### config.mk
export PLATFORM = sky130hd
export DESIGN_NAME = scs8hd_cell_vector_tester
export DESIGN_NICKNAME = d
export VERILOG_FILES = /design/src/rtl/scs8hd_tester_pkg.sv /design/src/rtl/scs8hd_tester_ysync.sv /design/src/rtl/scs8hd_cell_vector_tester.sv
export SDC_FILE = /design/constraint.sdc
export NUM_CORES = 1
export LEC_CHECK = 0
export CAP_MARGIN = 20
export CORE_UTILIZATION = 50
export DETAILED_ROUTE_END_ITERATION = 10
export GPL_ROUTABILITY_DRIVEN = 0
export GPL_TIMING_DRIVEN = 0
export PLACE_DENSITY = 0.79
export REMOVE_ABC_BUFFERS = 1
export SYNTH_ARGS = -nofsm -noshare
export SYNTH_HDL_FRONTEND = slang
export SYNTH_SLANG_ARGS = --single-unit
### constraint.sdc
create_clock -name clk -period 2.6 [get_ports clk]
set_input_delay 0.39 -clock clk [delete_from_list [all_inputs] [get_ports clk]]
set_output_delay 0.39 -clock clk [all_outputs]
set_load 0.01 [all_outputs]
### src/rtl/scs8hd_tester_pkg.sv
// Shared types and constants for the library-cell vector tester.
// Holds the FSM state enum, drive bit positions and the a221oi truth table.
package scs8hd_tester_pkg;

   typedef enum logic [2:0] {
      S_IDLE,
      S_APPLY,
      S_SETTLE,
      S_SAMPLE,
      S_DONE
   } state_t;

   localparam int A1_POS = 4;
   localparam int A2_POS = 3;
   localparam int B1_POS = 2;
   localparam int B2_POS = 1;
   localparam int C1_POS = 0;

   // Y = !(A1&A2 | B1&B2 | C1), indexed by the 5-bit drive vector
   localparam logic [31:0] TT_A221OI = 32'h00151515;

   function automatic logic a221oi_y(input logic [4:0] d);
      return !((d[A1_POS] & d[A2_POS]) | (d[B1_POS] & d[B2_POS]) | d[C1_POS]);
   endfunction

endpackage

### src/rtl/scs8hd_tester_ysync.sv
// Two-flop synchronizer for the cell output under test.
// Only instantiated when SCS8HD_TESTER_YSYNC_EN is defined.
module scs8hd_tester_ysync (
   input  logic clk,
   input  logic rst,
   input  logic d,
   output logic q
);

   logic r_s1;
   logic r_s2;

   always_ff @(posedge clk) begin
      if (rst) begin
         r_s1 <= 1'b0;
         r_s2 <= 1'b0;
      end else begin
         r_s1 <= d;
         r_s2 <= r_s1;
      end
   end

   assign q = r_s2;

endmodule

### src/rtl/scs8hd_cell_vector_tester.sv
// Exhaustive stimulus driver / response checker for a single-output cell.
// Optional SCS8HD_TESTER_YSYNC_EN adds a 2-flop y_in synchronizer (+2 settle).
module scs8hd_cell_vector_tester
   import scs8hd_tester_pkg::*;
#(
   parameter int N_IN   = 5,
   parameter int SETTLE = 2,
   parameter int TT_W   = 2**N_IN
) (
   input  logic            clk,
   input  logic            rst,
   input  logic            start,
   input  logic [TT_W-1:0] expected,
   output logic [N_IN-1:0] drive,
   input  logic            y_in,
   output logic            busy,
   output logic            done,
   output logic            pass,
   output logic [N_IN:0]   err_count,
   output logic [N_IN-1:0] first_fail_vec,
   output logic            first_fail_valid
);

   logic w_y;

`ifdef SCS8HD_TESTER_YSYNC_EN
   localparam int EXT = 2;

   scs8hd_tester_ysync u_ysync (
      .clk (clk),
      .rst (rst),
      .d   (y_in),
      .q   (w_y)
   );
`else
   localparam int EXT = 0;

   assign w_y = y_in;
`endif

   localparam int CW = $clog2(SETTLE + EXT + 1) + 1;
   localparam logic [CW-1:0]   CNT_LOAD = CW'(SETTLE - 1 + EXT);
   localparam logic [N_IN-1:0] VEC_LAST = N_IN'(TT_W - 1);

   state_t          r_state;
   logic [CW-1:0]   r_cnt;
   logic [TT_W-1:0] r_tt;
   logic [N_IN-1:0] r_vec;
   logic            r_busy;
   logic            r_done;
   logic            r_pass;
   logic [N_IN:0]   r_err;
   logic [N_IN-1:0] r_ffv;
   logic            r_ffvalid;
   logic            w_mis;

   assign w_mis = (w_y != r_tt[r_vec]);

   always_ff @(posedge clk) begin
      if (rst) begin
         r_state   <= S_IDLE;
         r_cnt     <= '0;
         r_tt      <= '0;
         r_vec     <= '0;
         r_busy    <= 1'b0;
         r_done    <= 1'b0;
         r_pass    <= 1'b0;
         r_err     <= '0;
         r_ffv     <= '0;
         r_ffvalid <= 1'b0;
      end else begin
         unique case (r_state)
            S_IDLE, S_DONE: begin
               if (start) begin
                  r_tt      <= expected;
                  r_err     <= '0;
                  r_ffv     <= '0;
                  r_ffvalid <= 1'b0;
                  r_done    <= 1'b0;
                  r_pass    <= 1'b0;
                  r_vec     <= '0;
                  r_busy    <= 1'b1;
                  r_state   <= S_APPLY;
               end
            end
            S_APPLY: begin
               r_cnt   <= CNT_LOAD;
               r_state <= S_SETTLE;
            end
            S_SETTLE: begin
               if (r_cnt == '0) r_state <= S_SAMPLE;
               else r_cnt <= r_cnt - 1'b1;
            end
            S_SAMPLE: begin
               if (w_mis) begin
                  r_err <= r_err + (N_IN+1)'(1);
                  if (!r_ffvalid) begin
                     r_ffv     <= r_vec;
                     r_ffvalid <= 1'b1;
                  end
               end
               // Last vector terminates the run; the counter never wraps
               if (r_vec == VEC_LAST) begin
                  r_busy  <= 1'b0;
                  r_done  <= 1'b1;
                  r_pass  <= (r_err == '0) && !w_mis;
                  r_state <= S_DONE;
               end else begin
                  r_vec   <= r_vec + 1'b1;
                  r_state <= S_APPLY;
               end
            end
            default: r_state <= S_IDLE;
         endcase
      end
   end

   assign drive            = r_vec;
   assign busy             = r_busy;
   assign done             = r_done;
   assign pass             = r_pass;
   assign err_count        = r_err;
   assign first_fail_vec   = r_ffv;
   assign first_fail_valid = r_ffvalid;

endmodule

======== Yosys cells after proc, flatten, opt, wreduce, memory -nomap -nowiden ========
Cells that the tools add are included.
storage, ports and cells
  output and inout port bits .............. 20
  bits in registers ....................... 58
  logic and storage cells ................. 69
operators by class
  muxes and demuxes ....................... 27
  equality and inequality tests ........... 13
  reduce and logical (&&, ||, !) cells .... 15
  $add $sub $neg .......................... 3
  magnitude comparators ................... 1
operators by type and width
  cell                                                                           count
  5-bit 2-to-1 mux                                                               4
  5-bit case mux with 2 select lines                                             2
  2-bit != test (second input constant)                                          7
  3-bit 2-to-1 mux                                                               4
  6-bit 2-to-1 mux                                                               2
  3-bit case mux with 4 select lines                                             1
  6-bit case mux with 2 select lines                                             1
  3-bit AND reduction                                                            3
  1-bit case mux with 2 select lines                                             4
  1-bit 2-to-1 mux                                                               7
  6-bit by 1-bit adder with 6-bit output (second input constant)                 1
  3-bit by 2-bit equality test with 1-bit output (second input constant)         2
  3-bit logical NOT                                                              2
  6-bit logical NOT                                                              1
  5-bit by 6-bit less-than comparator with 1-bit output (second input constant)  1
  3-bit case mux with 2 select lines                                             1
  2-bit AND reduction                                                            3
  5-bit by 1-bit adder with 5-bit output (second input constant)                 1
  1-bit binary-select mux with 5-bit select                                      1
  5-bit equality test (second input constant)                                    1
  4-bit AND reduction                                                            1
  2-bit nonzero test                                                             2
  3-bit by 1-bit equality test with 1-bit output (second input constant)         1
  3-bit equality test (second input constant)                                    1
  5 further kinds                                                                5

======== Logic depth before layout (Yosys ltp) ========
Gate-level depths: netlist (run 1).
  depth in word-level cells ............... 7
  depth in mapped cells ................... 10

======== Least setup slack after synthesis (run 1) ========
No wires, ideal clock.
  path type ............................... flip-flop to flip-flop
  from .................................... register r_vec[1] (netlist: drive[1])
  to ...................................... register r_err[1] (netlist: err_count[1])
  arrival ................................. 1.925 ns
  cell stages (with the launch flop) ...... 11
  slack ................................... 0.548 ns
  path through ............................ dfxtp_1 -> buf_6 -> buf_12 -> mux2i_1 -> nand3_1 -> nand3_1 -> and4_4 -> mux2i_2 -> buf_6 -> mux2i_1 -> nor2_1
between the ends
  longest elaborated chain between the ends .. 5
ends and longest elaborated chain
  element                                    RTL line                          text
  from (decl)                                scs8hd_cell_vector_tester.sv:48   logic [N_IN-1:0] r_vec;
  from (signal assigned)                     scs8hd_cell_vector_tester.sv:109  r_vec <= r_vec + 1'b1;
  1-bit binary-select mux with 5-bit select  scs8hd_cell_vector_tester.sv:57   assign w_mis = (w_y != r_tt[r_vec]);
  1-bit 2-to-1 mux (not written as such)     scs8hd_cell_vector_tester.sv:57
  1-bit != test                              scs8hd_cell_vector_tester.sv:57
  2-bit != test (no line)                    --
  3-bit AND reduction (no line)              --
  to (signal assigned)                       scs8hd_cell_vector_tester.sv:96   r_err <= r_err + (N_IN+1)'(1);
  to (decl)                                  scs8hd_cell_vector_tester.sv:52   logic [N_IN:0] r_err;
Every way passes these cells. The select of a mux whose other input is x is not followed.
A chain may end at the register's enable or synchronous reset.

======== Worst setup path in the final report (run 1) ========
  from .................................... register r_vec[1] (netlist: drive[1])
  to ...................................... register r_ffv[3] (netlist: first_fail_vec[3])
between the ends
  longest elaborated chain between the ends .. 5
ends and longest elaborated chain
  element                                    RTL line                         text
  1-bit binary-select mux with 5-bit select  scs8hd_cell_vector_tester.sv:57
  1-bit 2-to-1 mux (not written as such)     scs8hd_cell_vector_tester.sv:57
  1-bit != test                              scs8hd_cell_vector_tester.sv:57
  2-bit != test (no line)                    --
  4-bit AND reduction (no line)              --
  to (signal assigned)                       scs8hd_cell_vector_tester.sv:98  r_ffv <= r_vec;
  to (decl)                                  scs8hd_cell_vector_tester.sv:53  logic [N_IN-1:0] r_ffv;
Every way passes these cells. The select of a mux whose other input is x is not followed.

==> impl_metrics.env, run 1 <==
export IMPL_path_cells="mux2i_1 -> a22oi_1 -> nand3_1 -> and4_4 -> mux2i_4 -> nor2_2 -> mux2i_1"
export IMPL_rows=26
export IMPL_hold_class="reg2reg"
export IMPL_cp_end_kind="flip-flop"
export IMPL_yosysWarnings=0
export IMPL_worstPathArrival_ns=2.57
export IMPL_grt_pass1_wl_um=9850
export IMPL_via_per_inst=5.21
export IMPL_drv_slew=0
export IMPL_final_antenna_net_count=0
export IMPL_synthAdderAreaFrac=0.0284
export IMPL_place_ws_ns=-0.342
export IMPL_clkSlewWorstSetupHoldPaths_ns=0.06
export IMPL_ys_flop_type="dfxtp_1"
export IMPL_route_vias_total=2332
export IMPL_crit_top_cell="mux2i_1"
export IMPL_cts_tree="yes"
export IMPL_die_h_um=74.7
export IMPL_synth_enable_flop_cells=0
export IMPL_final_nets=416
export IMPL_crit_path_max_incr_delay_ns=0.71
export IMPL_critPathKind="reg2reg"
export IMPL_num_antenna_cells=0
export IMPL_synth_compound_area_share=0.123
export IMPL_yosysSeqAreaShare=0.439
export IMPL_synth_area_per_cell_um2=8.14
export IMPL_clk_path_buf_depth=2
export IMPL_fin_crit_ns=2.36
export IMPL_grt_start_max_net_pins=55
export IMPL_wl_um=5620
export IMPL_drive_gt1_frac=0.0582
export IMPL_power_leakage_nw=1.24
export IMPL_violations="design-rule violations"
export IMPL_relSlewSlack=0.366
export IMPL_status="finished, violations left"
export IMPL_place_area_mm2=0.00323
export IMPL_muxShareOfSynthArea=0.0885
export IMPL_peakVddDrop_mv=0.454
export IMPL_port_buffers=55
export IMPL_ys_async_sr_fraction=0
export IMPL_setup_viol=0
export IMPL_core_mm2=0.00511
export IMPL_grt_pass1_vias=2240
export IMPL_worstSkewPairLatency_ns=0.33
export IMPL_wl_per_cell_um=12.5
export IMPL_timing_setup_tns_ns=0
export IMPL_cts_num_sinks=58
export IMPL_fin_util=0.674
export IMPL_htreeDepth=3
export IMPL_cts_buffers=9
export IMPL_fin_ws_ns=0.238
export IMPL_clock_fmax_mhz=423
export IMPL_start_util=0.518
export IMPL_syn2layout_area_growth_pct=30.1
export IMPL_ys_ff_latch=58
export IMPL_drc=1
export IMPL_clock_skew_ns=0.0109
export IMPL_ys_types=42
export IMPL_stdcell_area_mm2=0.00344
export IMPL_drv_cap=0
export IMPL_antenna_found_initial=0
export IMPL_worstPathRequired_ns=2.81
export IMPL_grtUsageTotal=0.233
export IMPL_nFillCells=457
export IMPL_ioPinCount=56
export IMPL_tightest_slew_ns=0.951
export IMPL_dp_hpwl_um=3820
export IMPL_die_area_mm2=0.00558
export IMPL_power_density_mw_per_mm2=794
export IMPL_worstPathMaxFanout=21
export IMPL_synth_cell_area_mm2=0.00265
export IMPL_critPathLaunchType="flip-flop"
export IMPL_grt_setup_unrepaired="false"
export IMPL_die_w_um=74.7
export IMPL_synth_xor_area_frac=0.0166
export IMPL_grt_remaining_overflow=0
export IMPL_yosys_area_share_simple=0.258
export IMPL_dr_pass1_iters=7
export IMPL_p_total_mw=2.73
export IMPL_crit_path_top_delay_cell="dfxtp_2"
export IMPL_hold_viol_final=0
export IMPL_synth_cells=325
export IMPL_synth_top_family_by_area="simple AND/OR/NAND/NOR gates"
export IMPL_timing_final_crit_share=0.909
export IMPL_ctsHoldBuffers=0
export IMPL_cts_root_buf="clkbuf_8"
export IMPL_drt_initial_drc_count=103
==> layer usage <==
layer,GRT usage,vias to the layer above,routed length (um)
met1,0.290,1054,2560
met3,0.0522,6,247
met2,0.382,68,2760
met4,0.115,0,49
li1,-,1204,-
met5,0,-,0
==> cell usage in the layout (no fill, tap or decap), drive strengths merged, types with 2 or more instances in the layout <==
cell	instances
o21ai	3
xor2	4
o21bai	2
nand2b	4
clkinv	2
and3	2
nor3	6
clkdlybuf4s50	54
mux2i	23
nand3b	2
and2b	2
or3b	2
nor3b	2
inv	4
buf	3
ha	6
dfxtp	58
a211oi	2
nor2	15
nor2b	2
nand2	87
nand3	15
a22oi	4
clkbuf	13
nand4	3
a21oi	44
and2	2
==> worst max-delay path, delay by kind of cell (launching register included) <==
| family | cells | cell delay (ns) |
|---|---|---|
| compound gates | 1 | 0.12 |
| flops | 1 | 0.71 |
| mux | 3 | 0.88 |
| simple gates | 3 | 0.51 |
==> path summary, 6_finish.rpt <==
kind / start / cells after the start / slack [ns] / end
hold reg to reg: r_tt[28]$_SDFFE_PP0P_ / 2 / 0.45 / r_tt[28]$_SDFFE_PP0P_
setup reg to reg: drive[1]$_SDFFE_PP0P_ / 7 / 0.24 / first_fail_vec[3]$_SDFFE_PP0P_
setup / recovery: drive[1]$_SDFFE_PP0P_ / 7 / 0.24 / first_fail_vec[3]$_SDFFE_PP0P_
hold / removal: r_tt[28]$_SDFFE_PP0P_ / 2 / 0.45 / r_tt[28]$_SDFFE_PP0P_
==> metrics by stage <==
step | cells | hold WS [ns]
2_1_floorplan | 306 | 0.430
3_3_place_gp | 431 | 0.442
3_5_place_dp | 433 | 0.446
4_1_cts | 448 | 0.455
5_1_grt | 448 | 0.469
6_report | 448 | 0.453
==> report_power, final <==
part           leakage, nW  internal [mW]  switching (mW)  total [mW]
Combinational        0.657          0.336           0.417       0.753
Clock                0.106          0.515           0.340       0.854
Sequential           0.473           1.03          0.0971        1.12
==> flip-flops by register name, summed over array words and instances, names as in the netlist <==
register and flops:
first_fail_valid 1, r_tt 32, busy 1, err_count 6, r_state 3, first_fail_vec 5, done 1, r_cnt 3
drive 5, pass 1
==> cell families after synthesis <==
| kind of cell | Yosys count |
|---|---|
| AO/OA/AOI/OAI | 59 |
| XOR/XNOR | 5 |
| adder cells (fa/ha/maj) | 6 |
| buffers and inverters | 24 |
| flip-flops | 58 |
| multiplexers | 23 |
| AND/OR/NAND/NOR | 150 |
==> area by class of cell <==
| type | count | area, um^2 | share of cell area |
|---|---|---|---|
| multi-input combinational | 243 | 1370 | 0.398 |
| sequential | 58 | 1160 | 0.338 |
| timing repair buffer | 57 | 601 | 0.174 |
| clock buffer | 13 | 169 | 0.0491 |
| tap | 70 | 87.6 | 0.0254 |
| clock inverter | 2 | 35.0 | 0.0102 |
| inverter | 5 | 18.8 | 0.00545 |
==> cells in the mapped netlist (3+ instances only) <==
| cell type | count | area [um^2] |
|---|---|---|
| inv_1 | 4 | 15.0 |
| a21oi_1 | 44 | 220 |
| dfxtp_1 | 58 | 1160 |
| a22oi_1 | 4 | 30.0 |
| nand2b_1 | 4 | 25.0 |
| mux2i_1 | 22 | 220 |
| nand2_1 | 87 | 327 |
| nor2_1 | 14 | 52.6 |
| ha_1 | 6 | 75.1 |
| nand4_1 | 3 | 18.8 |
| xor2_1 | 4 | 35.0 |
| nand3_1 | 15 | 75.1 |
| nor3_1 | 6 | 30.0 |
| clkbuf_1 | 14 | 52.6 |
==> what timing repair did <==
action | in CTS | in global routing
endpoints found under the setup margin | 12 | 10
endpoints found under the hold margin | 0 | 0
resized for setup | 1 | 1
setup buffers | 0 | 0
Power figures use the tool's default switching activity.
==> inputs of run 2 (changes only) <==
Settings changed: CORE_MARGIN set to 2, CORE_UTILIZATION 50 to 23, PLACE_DENSITY 0.79 to unset.
==> run 2 against run 1 <==
The flow now finishes without violations; worst setup slack better by 0.091 ns; flip-flop and latch count did not move; register-to-register slack improved by 0.09 ns; cell count is 17% higher; clock-buffer cell count fell by 3; first-iteration DRC count fell by 9.7%; via count decreased by 1.0%; combinational power about the same; total power grew 9.7%; sequential share of layout area down 1.7 points; routed wire length grew 17%; critical endpoint is now first_fail_vec[1]$_SDFFE_PP0P_; highest routed layer unchanged.
==> impl_metrics.env, run 2 (same netlist as run 1, synthesis figures left out) <==
export IMPL_grtUsageTotal=0.110
export IMPL_fin_ws_ns=0.329
export IMPL_clkSlewWorstSetupHoldPaths_ns=0.05
export IMPL_peakVddDrop_mv=0.352
export IMPL_status="completed"
export IMPL_die_area_mm2=0.0124
export IMPL_cts_buffers=9
export IMPL_relSlewSlack=0.392
export IMPL_tightest_slew_ns=0.899
export IMPL_drc=0
export IMPL_drv_cap=0
export IMPL_cts_tree="yes"
export IMPL_wl_per_cell_um=12.6
export IMPL_final_cell_mix="87 x nand2_1, 57 x dfxtp_1, 54 x clkdlybuf4s50_1, 44 x a21oi_1, 22 x mux2i_1"
export IMPL_drv_slew=0
export IMPL_regMostFlops="r_tt"
export IMPL_grt_pass1_wl_um=11000
export IMPL_grt_setup_unrepaired="false"
export IMPL_num_antenna_cells=0
export IMPL_critPathKind="reg2reg"
export IMPL_antenna_found_initial=0
export IMPL_worstSkewPairLatency_ns=0.32
export IMPL_htreeDepth=3
export IMPL_hold_class="reg2reg"
export IMPL_multi_input_area_mm2=0.00137
export IMPL_critPathLaunchType="flip-flop"
export IMPL_die_h_um=111
export IMPL_clk_path_buf_depth=2
export IMPL_mostFrequentLayoutCell="nand2_1"
export IMPL_clock_fmax_mhz=440
export IMPL_via_per_inst=4.41
export IMPL_nFillCells=1234
export IMPL_die_w_um=111
export IMPL_grt_start_max_net_pins=33
export IMPL_drive_gt1_frac=0.0632
export IMPL_cp_end_kind="flip-flop"
export IMPL_clock_skew_ns=0.00674
export IMPL_power_leakage_nw=1.28
export IMPL_cts_num_sinks=58
export IMPL_power_density_mw_per_mm2=825
export IMPL_largest_reg_flops=32
export IMPL_fin_crit_ns=2.27
export IMPL_syn2layout_area_growth_pct=37.4
export IMPL_drt_initial_drc_count=93
export IMPL_timing_final_crit_share=0.874
export IMPL_grt_remaining_overflow=0
export IMPL_route_vias_total=2308
export IMPL_wl_um=6570
export IMPL_ctsHoldBuffers=0
export IMPL_worstPathRequired_ns=2.85
export IMPL_place_ws_ns=-0.450
export IMPL_final_nets=417
export IMPL_cts_setup_buffers=0
export IMPL_timing_setup_tns_ns=0
export IMPL_start_util=0.234
export IMPL_ioPinCount=56
export IMPL_p_total_mw=3.00
export IMPL_cts_root_buf="clkbuf_16"
export IMPL_worstPathMaxFanout=13
export IMPL_final_antenna_net_count=0
export IMPL_regArea_mm2=0.00116
export IMPL_rows=39
export IMPL_worstPathArrival_ns=2.52
export IMPL_setup_viol=0
export IMPL_port_buffers=55
export IMPL_dr_pass1_iters=4
export IMPL_dp_hpwl_um=4710
export IMPL_core_mm2=0.0113
export IMPL_hold_viol_final=0
export IMPL_grt_pass1_vias=2250
-- run 2: area by class of cell --
type,instances,area share
clock inverters,6,0.0158
flip-flops and latches,58,0.321
well taps,143,0.0492
clock buffers,10,0.0630
inverters,5,0.00517
multi-input cells,243,0.377
repair buffers,58,0.169
-- run 2: path summary, 6_finish.rpt --
path | start | endpoint | slack, ns | cells past startpoint
setup / recovery | drive[0]$_SDFFE_PP0P_ | first_fail_vec[1]$_SDFFE_PP0P_ | 0.33 | 7
hold reg to reg | r_tt[5]$_SDFFE_PP0P_ | r_tt[5]$_SDFFE_PP0P_ | 0.45 | 2
setup reg to reg | drive[0]$_SDFFE_PP0P_ | first_fail_vec[1]$_SDFFE_PP0P_ | 0.33 | 7
hold / removal | r_tt[5]$_SDFFE_PP0P_ | r_tt[5]$_SDFFE_PP0P_ | 0.45 | 2
-- run 2: stage by stage --
step	utilization	hold slack, ns	cells	cell area (um^2)
after floorplan	-	0.430	306	2540
after global placement	0.289	0.442	504	3270
after detailed placement	0.295	0.446	507	3330
after CTS	0.321	0.453	523	3630
after global routing	0.321	0.472	523	3630
final	0.321	0.451	523	3630
-- run 2: timing repair --
action | 4_1_cts | 5_1_grt
endpoints found under the setup margin | 12 | 5
resized for setup | 2 | 1
gates cloned | 0 | 0
-- run 2: power by group --
part / internal [mW] / leakage (nW) / switching [mW] / total (mW)
clock network: 0.733 / 0.142 / 0.392 / 1.12
logic: 0.323 / 0.665 / 0.430 / 0.754
registers: 1.03 / 0.474 / 0.0911 / 1.12
-- run 2: metal layers --
layer / part of all wire / wire length, um / global-route usage
met1: 0.47 / 3120 / 0.135
met2: 0.46 / 3010 / 0.182
met3: 0.053 / 347 / 0.0355
met4: 0.014 / 90 / 0.0346
met5: 0 / 0 / 0
-- run 2: worst max-delay path, stage by stage (launching register included) --
cell and delay [ns]:
dfxtp_1 0.58, and2b_1 0.27, a211oi_1 0.21, nand3_1 0.12
and4_4 0.22, mux2i_4 0.25, nor2_2 0.32, mux2i_1 0.23
==> inputs of run 3 (changes only) <==
Settings changed: CAP_MARGIN 20 to unset, PLACE_DENSITY_LB_ADDON set to 0.25.
==> run 3 against run 2 <==
Total power shrank 2.3%; critical path depth unchanged; first-iteration DRC count is 1.1% lower; worst hold slack hardly changed; worst setup slack lost 0.011 ns; clock power is essentially flat; global-route usage is 0.47 points lower; register-to-register slack barely moved; core utilization fell by 0.41 points; largest cell class unchanged; critical endpoint unchanged.
==> impl_metrics.env, run 3 (same netlist as run 1, synthesis figures left out) <==
export IMPL_status="completed"
export IMPL_die_h_um=111
export IMPL_stdcell_area_mm2=0.00359
export IMPL_start_util=0.234
export IMPL_crit_path_max_incr_delay_ns=0.60
export IMPL_min_from="r_tt[27]$_SDFFE_PP0P_"
export IMPL_dpl_cell_count=505
export IMPL_rows=39
export IMPL_clock_fmax_mhz=438
export IMPL_htreeDepth=3
export IMPL_relSlewSlack=0.385
export IMPL_wl_um=6270
export IMPL_cts_tree="yes"
export IMPL_regMostFlops="r_tt"
export IMPL_dp_hpwl_um=4360
export IMPL_rr_startpoint="drive[0]$_SDFFE_PP0P_"
export IMPL_p_total_mw=2.93
export IMPL_hold_viol_final=0
export IMPL_mostFrequentLayoutCell="nand2_1"
export IMPL_clk_path_buf_depth=2
export IMPL_timing_setup_tns_ns=0
export IMPL_cts_root_buf="clkbuf_16"
export IMPL_syn2layout_area_growth_pct=35.6
export IMPL_clkSlewWorstSetupHoldPaths_ns=0.05
export IMPL_final_antenna_net_count=0
export IMPL_stdcell_count=520
export IMPL_final_cell_mix="86 x nand2_1, 57 x dfxtp_1, 54 x clkdlybuf4s50_1, 44 x a21oi_1, 22 x mux2i_1"
export IMPL_grtUsageTotal=0.105
export IMPL_drc=0
export IMPL_grt_remaining_overflow=0
export IMPL_worstPathMaxFanout=13
export IMPL_drv_slew=0
export IMPL_worstSkewPairLatency_ns=0.32
export IMPL_tightest_slew_ns=0.909
export IMPL_place_area_mm2=0.00328
export IMPL_crit_path_top_delay_cell="dfxtp_1"
export IMPL_hold_class="reg2reg"
export IMPL_nFillCells=1262
export IMPL_via_per_inst=4.46
export IMPL_grt_pass1_vias=2162
export IMPL_ioPinCount=56
export IMPL_peakVddDrop_mv=0.339
export IMPL_multi_input_area_mm2=0.00137
export IMPL_die_area_mm2=0.0124
export IMPL_critPathKind="reg2reg"
export IMPL_power_density_mw_per_mm2=816
export IMPL_fin_ws_ns=0.317
export IMPL_drive_gt1_frac=0.0584
export IMPL_timing_final_crit_share=0.878
export IMPL_dr_pass1_iters=4
export IMPL_port_buffers=55
export IMPL_antenna_found_initial=0
export IMPL_place_ws_ns=-0.453
export IMPL_cts_num_sinks=58
export IMPL_grt_start_max_net_pins=41
export IMPL_startpoint="drive[0]$_SDFFE_PP0P_"
export IMPL_core_mm2=0.0113
export IMPL_largest_reg_flops=32
export IMPL_worstPathRequired_ns=2.84
export IMPL_num_antenna_cells=0
export IMPL_power_leakage_nw=1.26
export IMPL_setup_viol=0
export IMPL_drt_initial_drc_count=92
export IMPL_cp_end_kind="flip-flop"
export IMPL_die_w_um=111
export IMPL_drv_cap=0
export IMPL_grt_pass1_wl_um=10400
export IMPL_grt_setup_unrepaired="false"
export IMPL_critPathLaunchType="flip-flop"
export IMPL_final_nets=415
export IMPL_fin_crit_ns=2.28
export IMPL_cts_buffers=9
export IMPL_clock_skew_ns=0.0108
export IMPL_regArea_mm2=0.00116
export IMPL_path_cells="and2b_1 -> a211oi_1 -> nand3_1 -> and4_4 -> mux2i_4 -> nor2_2 -> mux2i_1"
export IMPL_worstPathArrival_ns=2.53
export IMPL_route_vias_total=2318
export IMPL_wl_per_cell_um=12.0
==> run 3: layout make-up <==
class                           instances  area share
Clock buffer                           12      0.0687
Clock inverter                          3      0.0112
Inverter                                5     0.00523
Multi-Input combinational cell        243       0.383
Sequential cell                        58       0.325
Tap cell                              143      0.0499
Timing Repair Buffer                   56       0.158
==> run 3: critical path, delay by kind of cell (launching register included) <==
family,cells,cell delay [ns]
compound gates,1,0.23
mux,2,0.48
simple gates,4,0.91
flops,1,0.60
==> run 3: path summary, 6_finish.rpt <==
kind | depth (start not counted) | endpoint | slack [ns]
setup reg to reg | 7 | first_fail_vec[1]$_SDFFE_PP0P_ | 0.32
hold / removal | 2 | r_tt[27]$_SDFFE_PP0P_ | 0.45
hold reg to reg | 2 | r_tt[27]$_SDFFE_PP0P_ | 0.45
setup / recovery | 7 | first_fail_vec[1]$_SDFFE_PP0P_ | 0.32
==> run 3: repair_timing <==
item | in CTS | in global routing
pin swaps | 0 | 0
hold buffers | 0 | 0
setup buffers | 0 | 0
gates resized for setup | 2 | 1
endpoints found under the setup margin | 13 | 10
==> run 3: metal layers <==
metal / track usage / vias up / wire length, um
met4: 0.0370 / 0 / 34
met5: 0 / - / 0
met2: 0.169 / 49 / 2960
met3: 0.0339 / 4 / 314
li1: - / 1205 / -
met1: 0.132 / 1060 / 2960
==> run 3: through the flow <==
| stage | utilization | hold WS, ns |
|---|---|---|
| finish | 0.317 | 0.451 |
| floorplan | - | 0.430 |
| global route | 0.317 | 0.469 |
| CTS | 0.316 | 0.452 |
| detailed placement | 0.290 | 0.447 |
| global placement | 0.289 | 0.443 |
==> run 3: where the power goes <==
group / internal [mW] / leakage (nW) / switching (mW)
clock: 0.757 / 0.142 / 0.371
combinational: 0.270 / 0.642 / 0.410
sequential: 1.03 / 0.474 / 0.0919
total: 2.06 / 1.26 / 0.873
==> RTL edit 1, RTL diff (config.mk and constraints of run 2) <==
`SETTLE`: 2 -> 8.
--- a/src/rtl/scs8hd_cell_vector_tester.sv
+++ b/src/rtl/scs8hd_cell_vector_tester.sv
@@ -4,7 +4,7 @@
    import scs8hd_tester_pkg::*;
 #(
    parameter int N_IN   = 5,
-   parameter int SETTLE = 2,
+   parameter int SETTLE = 8,
    parameter int TT_W   = 2**N_IN
 ) (
    input  logic            clk,
Behaviour: not the same (Yosys sat finds a counterexample within 10 cycles, from zero or initial values and one cycle with rst high).
==> RTL edit 1 against run 2 <==
- the run now ends with design-rule violations left
- first-iteration DRC count is 1.1% lower
- core utilization is 0.12 points lower
- cell count is 1.9% higher
- hold slack worse by 0.18 ns
- worst setup slack worse by 0.0075 ns
- sequential cell count is 2 higher
- total power is 11% lower
- critical path type unchanged
- clock power is 5% lower
- area after synthesis is 3.4% higher
- final area is 1.3% higher
- routed wire length is 0.88% higher
- count of clock-buffer cells in the layout is 3 higher
- die area is 3.2% higher
==> RTL edit 1: results (changes against run 2) <==
run_status: "finished, violations left"
failed_checks: "design-rule violations"
netlist-cell-type-count: 41  # -2.4%
muxShareOfSynthArea: 0.0856  # -0.00287
m1_gr_usage: 0.131  # -0.00346
power.ir.vdd_worst_mv: 0.302  # -14%
worstReg2RegStart: "drive[2]"
synthesis.area_per_instance_sq_um: 8.11  # -0.32%
seq_power_share: 0.405  # +0.032
synth_compound_gate_area_share: 0.127  # +0.00378
drc_errors: 4  # +4
post_synth_fa_ha_maj_area_fraction: 0.0229  # -0.00550
timing.clock.skew_ns: 0.00755  # +0.000808 ns
power_combinational_mw: 0.516  # -32%
hold_class: "in -> reg"
holdCritStartpoint: "rst"
preCtsSetupSlack_ns: -0.445  # +0.00465 ns
global_route_wire_length_before_repair_um: 11000  # +0.82%
globalRouteMet3Util: 0.0380  # +0.00249
pin_count_of_the_biggest_net_entering_global_routing: 54  # +64%
final_cell_count_without_fillers: 533  # +1.9%
cellLeakagePower_nw: 1.31  # +2.5%
num-fill-cells: 1248  # +1.1%
placed_cells: 518  # +2.2%
met3RoutedLength_um: 366  # +5.5%
first_global_vias: 2348  # +4.4%
[RTL edit 1: cell count changes in the layout (fill, tap and decap cells not counted), sizes merged, moves of 2 or more]
cell and delta:
nor2 +6, nor3 +5, clkbuf +3, clkinv -3, dfxtp +2, inv +2, nand2 +2, nand3 -2
[RTL edit 1: cell type report]
class                   count  area share
multi-input cells         251       0.376
flip-flops and latches     60       0.327
repair buffers             58       0.169
clock buffers              13      0.0707
well taps                 143      0.0486
inverters                   6     0.00612
clock inverters             2     0.00272
[RTL edit 1: worst max path at each step]
stage	startpoint	end	cells after the start
6_report	drive[2]	err_count[2]	7
5_1_grt	drive[2]	first_fail_vec[4]	7
4_1_cts	drive[1]	first_fail_vec[1]	7
3_5_place_dp	drive[1]	first_fail_vec[1]	7
3_3_place_gp	rst	err_count[5]	6
2_1_floorplan	drive[1]	first_fail_vec[0]	7
==> RTL edit 2, RTL diff (config.mk and constraints of run 2) <==
Made on the original files. Re-encode `state_t` (5 states) as one-hot, 5 bits wide.
--- a/src/rtl/scs8hd_tester_pkg.sv
+++ b/src/rtl/scs8hd_tester_pkg.sv
@@ -2,12 +2,12 @@
 // Holds the FSM state enum, drive bit positions and the a221oi truth table.
 package scs8hd_tester_pkg;
 
-   typedef enum logic [2:0] {
-      S_IDLE,
-      S_APPLY,
-      S_SETTLE,
-      S_SAMPLE,
-      S_DONE
+   typedef enum logic [4:0] {
+      S_IDLE   = 5'b00001,
+      S_APPLY  = 5'b00010,
+      S_SETTLE = 5'b00100,
+      S_SAMPLE = 5'b01000,
+      S_DONE   = 5'b10000
    } state_t;
 
    localparam int A1_POS = 4;
Function: no difference found for any inputs over 10 cycles, from zero or initial values and one cycle with rst high; not proved beyond that.
==> RTL edit 2 against run 2 <==
- maximum frequency down 9.6%
- worst setup slack worse by 0.24 ns
- largest cell class unchanged
- non-clock buffer count up 9
- final area up 5.6%
- sequential cell count up 2
- routed wire length up 1.1%
- highest routed layer unchanged
- area after synthesis up 0.47%
Power is not compared: it rests on default switching activity, and its combinational part moved more than twofold at a synthesized area within 25%.
==> RTL edit 2: results (changes against run 2) <==
endpoint_with_the_worst_hold_slack: "r_tt[23]"
first_global_vias: 2299  # +2.2%
post_synth_fa_ha_maj_area_fraction: 0.0282  # -0.000134
critical_path_arrival_ns: 2.78  # +0.26 ns
final_cell_count_without_fillers: 518  # -0.96%
muxShareOfSynthArea: 0.0692  # -0.0192
r2r_slack_ns: 0.09  # -0.24 ns
reg2reg_to: "err_count[3]"
routedWlPerCell_um: 12.8  # +2.0%
timing.max_slew.rel_slack: 0.340  # -0.0528
yosys.area_share.xor_xnor: 0.0165  # -0.0000779
pin_count_of_the_biggest_net_entering_global_routing: 54  # +64%
dp_hpwl_um: 4500  # -4.5%
slowest_stage: "sky130_fd_sc_hd__or4_1"
synth_common_cells: "78 x sky130_fd_sc_hd__nand2_1, 60 x sky130_fd_sc_hd__dfxtp_1, 40 x sky130_fd_sc_hd__a21oi_1"
postPlaceCellArea_sq_mm: 0.00333  # -0.11%
grt_util_all_layers: 0.109  # -0.000975
synthesis.area_per_instance_sq_um: 8.52  # +4.7%
timing.clock.skew_ns: 0.00406  # -0.00268 ns
drt_first_iter_violations: 94  # +1.1%
synth_sequential_area_ratio: 0.452  # +0.0130
stage_delay_of_the_slowest_cell_on_the_critical_path_ns: 0.47  # -0.11 ns
r2r_cells: 9  # +2
netlist_top_cells_area: "sky130_fd_sc_hd__dfxtp_1 45%, sky130_fd_sc_hd__nand2_1 11%, sky130_fd_sc_hd__a21oi_1 7.5%, sky130_fd_sc_hd__mux2_2 3.4%, sky130_fd_sc_hd__ha_1 2.8%"
run_status: "finished clean"
avgViaCountPerCell: 4.55  # +3.1%
worstReg2RegStart: "drive[1]"
crit_path_max_fanout: 8  # -5
worst_slack_ns: 0.0862  # -0.243 ns
synth_compound_gate_area_share: 0.146  # +0.0234
placed_cells: 492  # -3.0%
preCtsSetupSlack_ns: -0.923  # -0.474 ns
global_route_wire_length_before_repair_um: 10900  # -0.32%
## RTL edit 2: changes by cell type after synthesis, sizes merged, moves of 4 or more
cell and change:
a21oi -4, a22o +5, mux2 +8, mux2i -23, mux4 +4, nand2 -9
nand3 -7, nor4 +5, o22ai +5
## RTL edit 2: layout make-up
class                           instances  area [sq um]  area share
Clock inverter                          5          27.5     0.00717
Multi-Input combinational cell        226          1470       0.383
Timing Repair Buffer                   67           684       0.178
Sequential cell                        60          1210       0.315
Inverter                                6          22.5     0.00587
Tap cell                              143           179      0.0466
Clock buffer                           11           243      0.0633
## RTL edit 2: timing repair
item | in CTS | in global routing
setup buffers | 8 | 1
gates resized for setup | 13 | 20
pin swaps | 3 | 7
endpoints found under the setup margin | 13 | 12
hold buffers | 0 | 0
gates cloned | 0 | 0
## RTL edit 2: routing by layer
metal	up-vias	global-route usage	routed length, um
met3	7	0.0365	334
met4	0	0.0305	68
li1	1208	-	-
met5	-	0	0
met1	1094	0.132	3010
met2	47	0.184	3230
